--- src/rtl/instr_fetch.sv ---
// Instruction-fetch stage: owns the PC, drives a synchronous ROM and presents
// one registered instruction per cycle with its PC; detects halt.
module instr_fetch #(
    parameter int unsigned               PC_W       = 10,
    parameter int unsigned               INSTR_W    = 9,
    parameter logic [PC_W-1:0]           START_ADDR = '0,
    parameter logic [INSTR_W-1:0]        HALT_INSTR = 9'h1FF
) (
    input  logic               clk,
    input  logic               reset,
    input  logic               start,
    input  logic               stall,
    input  logic               branch_taken,
    input  logic [PC_W-1:0]    branch_target,
    output logic [PC_W-1:0]    imem_addr,
    output logic               imem_en,
    input  logic [INSTR_W-1:0] imem_rdata,
    output logic [INSTR_W-1:0] instr_o,
    output logic [PC_W-1:0]    pc_o,
    output logic               instr_valid,
    output logic               done
);

    typedef enum logic [1:0] {S_IDLE, S_FETCH, S_HALTED} state_t;

    state_t               state_q, state_d;
    logic [PC_W-1:0]      pc_q, pc_d, f_pc_q, f_pc_d, pc_o_q, pc_o_d;
    logic [INSTR_W-1:0]   instr_q, instr_d;
    logic                 f_valid_q, f_valid_d, valid_q, valid_d, done_q, done_d;
    logic                 in_fetch, advance, redirect, halt_hit;

    assign in_fetch = (state_q == S_FETCH);
    assign redirect = in_fetch & branch_taken;
    assign advance  = in_fetch & ~stall;
    // A same-edge branch squashes the halt.
    assign halt_hit = advance & ~branch_taken & f_valid_q & (imem_rdata == HALT_INSTR);

    always_ff @(posedge clk or negedge reset) begin
        if (!reset) state_q <= S_IDLE;
        else        state_q <= state_d;
    end

    always_comb begin
        state_d = state_q;
        case (state_q)
            S_IDLE:   if (start) state_d = S_FETCH;
            S_FETCH:  if (halt_hit) state_d = S_HALTED;
            S_HALTED: state_d = S_HALTED;
            default:  state_d = S_IDLE;
        endcase
    end

    // ROM output register only moves on advance, so its data survives stalls.
    always_comb begin
        imem_addr = pc_q;
        imem_en   = advance;
    end

    always_comb begin
        pc_d      = pc_q;
        f_pc_d    = f_pc_q;
        f_valid_d = f_valid_q;
        instr_d   = instr_q;
        pc_o_d    = pc_o_q;
        valid_d   = valid_q;
        done_d    = done_q | halt_hit;
        if (redirect) begin
            pc_d      = branch_target;
            f_valid_d = 1'b0;
            valid_d   = 1'b0;
        end else if (advance) begin
            pc_d      = pc_q + PC_W'(1);
            f_valid_d = 1'b1;
            f_pc_d    = pc_q;
            instr_d   = imem_rdata;
            pc_o_d    = f_pc_q;
            valid_d   = f_valid_q;
        end else if (state_q == S_HALTED) begin
            valid_d   = 1'b0;
        end else if (state_q == S_IDLE && start) begin
            pc_d      = START_ADDR;
            f_valid_d = 1'b0;
        end
    end

    always_ff @(posedge clk or negedge reset) begin
        if (!reset) begin
            pc_q      <= START_ADDR;
            f_pc_q    <= '0;
            f_valid_q <= 1'b0;
            instr_q   <= '0;
            pc_o_q    <= '0;
            valid_q   <= 1'b0;
            done_q    <= 1'b0;
        end else begin
            pc_q      <= pc_d;
            f_pc_q    <= f_pc_d;
            f_valid_q <= f_valid_d;
            instr_q   <= instr_d;
            pc_o_q    <= pc_o_d;
            valid_q   <= valid_d;
            done_q    <= done_d;
        end
    end

    assign instr_o     = instr_q;
    assign pc_o        = pc_o_q;
    assign instr_valid = valid_q;
    assign done        = done_q;

endmodule

--- config.mk ---
export PLATFORM = sky130hd
export DESIGN_NAME = instr_fetch
export DESIGN_NICKNAME = d
export VERILOG_FILES = /design/src/rtl/instr_fetch.sv
export SDC_FILE = /design/constraint.sdc
export NUM_CORES = 1
export LEC_CHECK = 0
export CORE_UTILIZATION = 47
export DETAILED_ROUTE_END_ITERATION = 7
export GPL_TIMING_DRIVEN = 0
export HOLD_SLACK_MARGIN = 0.1
export PLACE_DENSITY = 0.83
export SLEW_MARGIN = 20
export SYNTH_ARGS = -nofsm -noshare
export SYNTH_HDL_FRONTEND = slang
export SYNTH_SLANG_ARGS = --single-unit
export TNS_END_PERCENT = 100
--- constraint.sdc ---
create_clock -name clk -period 2.5 [get_ports clk]
set_input_delay 0.25 -clock clk [delete_from_list [all_inputs] [get_ports clk]]
set_output_delay 0.25 -clock clk [all_outputs]
set_load 0.02 [all_outputs]
---- Yosys cells after proc, flatten, opt, wreduce, memory -nomap -nowiden ----
Index checks and enable logic that the tools add are counted.
storage, ports and cells
  register bits after elaboration ......... 44
  word-level logic and storage cells ...... 45
cells by class
  add/sub/neg operators ................... 1
  equal/unequal tests ..................... 6
  mux-type cells .......................... 14
  bitwise logic cells ..................... 9
  reductions and logical operators ........ 7
operators with widths
  kind                     number
  $mux W10                 4
  $add A10 B1 Y10 const B  1
  $eq A9 B9 Y1 const B     1
  $mux W1                  7
  $pmux W2 S3              1
  $reduce_and A2 Y1        3
  $reduce_bool A3 Y1       2
  $and A1 B1 Y1            5
  $mux W2                  2
  $ne A3 B3 Y1 const B     1
  $not A1 Y1               3
  $eq A2 B1 Y1 const B     1
  $eq A2 B2 Y1 const B     1
  $logic_not A2 Y1         1
  $ne A2 B1 Y1 const B     1
  $ne A2 B2 Y1 const B     1
  $logic_and A1 B1 Y1      1
  $or A1 B1 Y1             1

---- Longest topological paths before layout ----
Gate-level depths: netlist of the first run.
  depth after elaboration ................. 7
  gate-level depth with buffers ........... 8
  depth with buffers taken out ............ 6

---- Worst setup path before layout of the first run ----
OpenSTA, ideal clock, no wires.
  kind .................................... register to register
  from .................................... register state_q[1]
  to ...................................... register state_q[0]
  setup time .............................. 128 ps
  arrival ................................. 1807 ps
  required time ........................... 2372 ps
  path slack .............................. 565 ps
  cell stages (with the launch flop) ...... 8
  buffers on the path ..................... 1
  clock period less this slack ............ 1935 ps
  cells stage by stage .................... dfrtp_1 > inv_1 > ha_1 > or3b_1 > buf_2 > nor4_4 > o22ai_1 > mux2_1
between the ends
  longest elaborated chain between the ends .. 7
  elaborated cells between the ends (all ways) .. 11
  those cells by class .................... 4 x eq/ne; 1 x mux; 4 x bitwise; 2 x reduce/logical
ends and longest elaborated chain
  element                             RTL line  source
  start: declaration                  26        state_t state_q, state_d;
  start signal: assignment            40        else state_q <= state_d;
  $eq A2 B1 Y1                        32, 45
  $and A1 B1 Y1                       34        assign advance = in_fetch & ~stall;
  $and A1 B1 Y1 (3 in series)         36        assign halt_hit = advance & ~branch_taken & f_valid_q & (imem_rdata == HALT_INSTR);
  $ne A2 B1 Y1 (no source line)       --
  $reduce_and A2 Y1 (no source line)  --
Parallel ways exist; a longest one is shown, timed or not.
A chain may end at the register's enable or synchronous reset.

---- Worst setup path after layout of the first run ----
  from .................................... register state_q[1]
  to ...................................... output port imem_en
between the ends
  longest elaborated chain between the ends .. 2
ends and longest elaborated chain
  element           RTL line  source
  $eq A2 B1 Y1      32        assign in_fetch = (state_q == S_FETCH);
  $and A1 B1 Y1     34
  end: declaration  16        output logic imem_en,
Every way passes these cells.

==> results of run 1 <==
-- metrics by stage --
step	utilization (%)	std cells	area, sq um
3_3_place_gp	65.0	335	2640
3_5_place_dp	65.4	336	2650
4_1_cts	68.8	345	2790
2_1_floorplan	-	230	2030
6_report	68.8	345	2790
5_1_grt	68.8	345	2790
-- critical path, cell delays in order (launching register included) --
cell and delay [ps]:
dfrtp_1 400, inv_1 100, ha_1 270, or2b_1 290, inv_1 100, clkdlybuf4s50_1 610
-- per-layer routing --
| layer | track usage [%] | up-vias |
|---|---|---|
| met1 | 31.8 | 861 |
| li1 | - | 894 |
| met4 | 8.51 | 0 |
| met3 | 5.24 | 5 |
| met5 | 0 | - |
| met2 | 40.1 | 61 |
-- what timing repair did --
action,CTS,global route
setup endpoints to repair,0,0
hold buffers,1,0
hold endpoints to repair,14,0
-- registers in the layout (all words and copies together) (netlist names) --
register     count
instr_valid      1
imem_addr       10
state_q          2
instr_o          9
f_pc_q          10
f_valid_q        1
pc_o            10
done             1
-- logic make-up (layout without fill, tap and decap cells) --
family                     after synthesis  in the layout
muxes                                    2              2
buffers and inverters                   18             83
adders and majority gates                5              5
and+or+nand+nor                        124            124
DFF                                     44             44
AOI/OAI and AO/OA                       37             37
-- final timing paths --
kind | startpoint | end | cells past startpoint
setup / recovery | state_q[1] | imem_en | 5
hold / removal | reset | pc_o[6] | 2
setup reg to reg | state_q[1] | state_q[1] | 7
hold reg to reg | done | done | 1
max in group asynchronous | reset | f_pc_q[0] | 3
min in group clk | done | done | 1
-- placed cells by master (no fill, tap or decap), types with 3 or more instances in the layout --
cell / Yosys / routed
clkbuf_8: 0 / 7
a21oi_1: 5 / 5
dfrtp_1: 44 / 44
o21ai_0: 15 / 15
nand4_1: 3 / 3
inv_1: 7 / 7
nand2_1: 102 / 102
clkbuf_1: 10 / 10
nor2_1: 4 / 4
clkdlybuf4s50_1: 0 / 54
o31a_1: 3 / 3
a31oi_1: 3 / 3
nand3_1: 4 / 4
ha_1: 5 / 5
-- final cells by class --
cell class / count / area (sq um)
inverters: 7 / 26.3
clock inverters: 1 / 30.0
well taps: 50 / 62.6
multi-input cells: 168 / 856
repair buffers: 57 / 576
flip-flops and latches: 44 / 1100
fillers: 333 / 1270
clock buffers: 7 / 96.3
plain buffers: 11 / 42.5
-- report_power, final --
group / switching (mW) / internal [mW] / total [mW]
registers: 0.232 / 1.01 / 1.24
clock network: 0.244 / 0.353 / 0.597
logic: 0.737 / 0.611 / 1.35
total: 1.21 / 1.97 / 3.18
==> flow_metrics.py, run 1 <==
metrics = {
    "floorplanning": {
        "initial_core_util_pct": 49.9,
        "ios": 56,
        "core_area_sq_mm": 0.00406,
        "die_h_um": 67.7,
        "core.rowCount": 23,
        "fp.dieW_um": 67.7,
        "dieArea_sq_mm": 0.00458,
    },
    "timing": {
        "max_slew_margin_pct": 66.4,
        "finalCritPeriodShare_pct": 92.8,
        "worst_slack_ps": 181,
        "hold_ws_ps": 387,
        "hold_viol": 0,
        "tightest_slew_ps": 504,
        "finalSetupViolations": 0,
        "fmax_ghz": 0.431,
        "drv_slew": 0,
        "final.setup_skew_ps": 5.58,
        "final.setup.tns_ps": 0,
        "period_needed_ps": 2320,
        "rsz0062_at_grt": "false",
    },
    "setup_path": {
        "timing.critical_path.from_type": "flop",
        "arrival_ps": 2070,
        "crit_path_end_kind": "primary output",
        "r2r_slack_ps": 340,
        "required_ps": 2250,
        "path_class": "reg2out",
        "worst-path-max-fanout": 7,
    },
    "clock_tree": {
        "cts_tree": "yes",
        "cts.sinks": 44,
        "cts_buffer_depth": 2,
        "clk_pin_slew_ps": 80,
        "htreeDepth": 2,
        "postCtsSetupBuffers": 0,
        "clock_latency_ps": 300,
        "cts_made_buffers": 5,
        "root_buffer": "clkbuf_8",
        "cts_resized": 0,
    },
    "layout": {
        "areaGrowthSynthToFinish_pct": 37.7,
        "n_antenna_cell": 0,
        "finalNetCount": 323,
        "drive_above_1_share_pct": 5.08,
    },
    "synth": {
        "synth_top_family_by_area": "simple AND/OR/NAND/NOR gates",
        "ys_seq_elements": 44,
        "post-synth-top-count-cell": "nand2_1",
        "synth.distinct_cells": 35,
        "synth-seq-area-share_pct": 54.4,
        "synth_top_cells_by_count": "nand2_1 (102), dfrtp_1 (44), o21ai_0 (15)",
        "syn_inst": 230,
        "synth_compound_area_share_pct": 11.7,
        "async_reset_ff_share_pct": 100,
        "syn-num-nets": 259,
        "yosys_most_used_dff": "dfrtp_1",
        "synthTopCellsByArea": "dfrtp_1 (54%), nand2_1 (19%), o21ai_0 (3.7%)",
        "synth_top_area_share_pct": 54.4,
        "muxShareOfSynthArea_pct": 1.11,
        "synth-simple-area-share_pct": 26.4,
        "syn_avg_cell_area_sq_um": 8.81,
        "synth_edf_count": 0,
        "synth_top_cell_by_area": "dfrtp_1",
        "yosysWarnings": 0,
        "synth_fa_ha_area_share_pct": 3.09,
        "syn_area_sq_mm": 0.00203,
        "synth-xor-area-share_pct": 0,
    },
    "global_routing": {
        "overflow": 0,
        "antenna_found_initial": 0,
        "grt_pass1_vias": 1762,
        "grtUsageTotal_pct": 24.5,
        "grt_max_degree": 31,
        "grt_pass1_wl_mm": 8.22,
    },
    "place": {
        "gp_congestion": 0.886,
        "pre_cts_ws_ps": 266,
        "hpwl_mm": 3.48,
        "port-buffer-count": 55,
    },
    "detailed_routing": {
        "wl_met1_mm": 2.20,
        "route.met2.wl_mm": 2.41,
        "drc": 0,
        "drtIter0Drc": 154,
        "dr_total_vias": 1821,
        "viasPerCell": 5.28,
        "wirelength_mm": 4.91,
        "highest_layer": "met4",
        "wl_met3_um": 244,
        "postRouteAntennaNets": 0,
        "drt_first_pass_iters": 4,
        "wl_per_cell_um": 14.2,
    },
    "pwr": {
        "leakage_nw": 1.31,
        "powerDensity_mw_per_mm2": 1140,
        "peakVddDrop_mv": 0.491,
        "power_mw": 3.18,
    },
    "outcome": {
        "status": "completed",
    },
    "flow_run": {
        "maxCapViolCount": 0,
    },
    "hold_path": {
        "hold_path_class": "in2async",
    },
}
Power figures use the tool's default switching activity.
==> run 2: changes to the inputs <==
--- a/config.mk
+++ b/config.mk
@@ -10,8 +10,6 @@
 export GPL_TIMING_DRIVEN = 0
 export HOLD_SLACK_MARGIN = 0.1
 export PLACE_DENSITY = 0.83
-export SLEW_MARGIN = 20
 export SYNTH_ARGS = -nofsm -noshare
 export SYNTH_HDL_FRONTEND = slang
 export SYNTH_SLANG_ARGS = --single-unit
-export TNS_END_PERCENT = 100
==> results of run 2 <==
No change in the layout: final DEF, timing and power equal those of run 1.
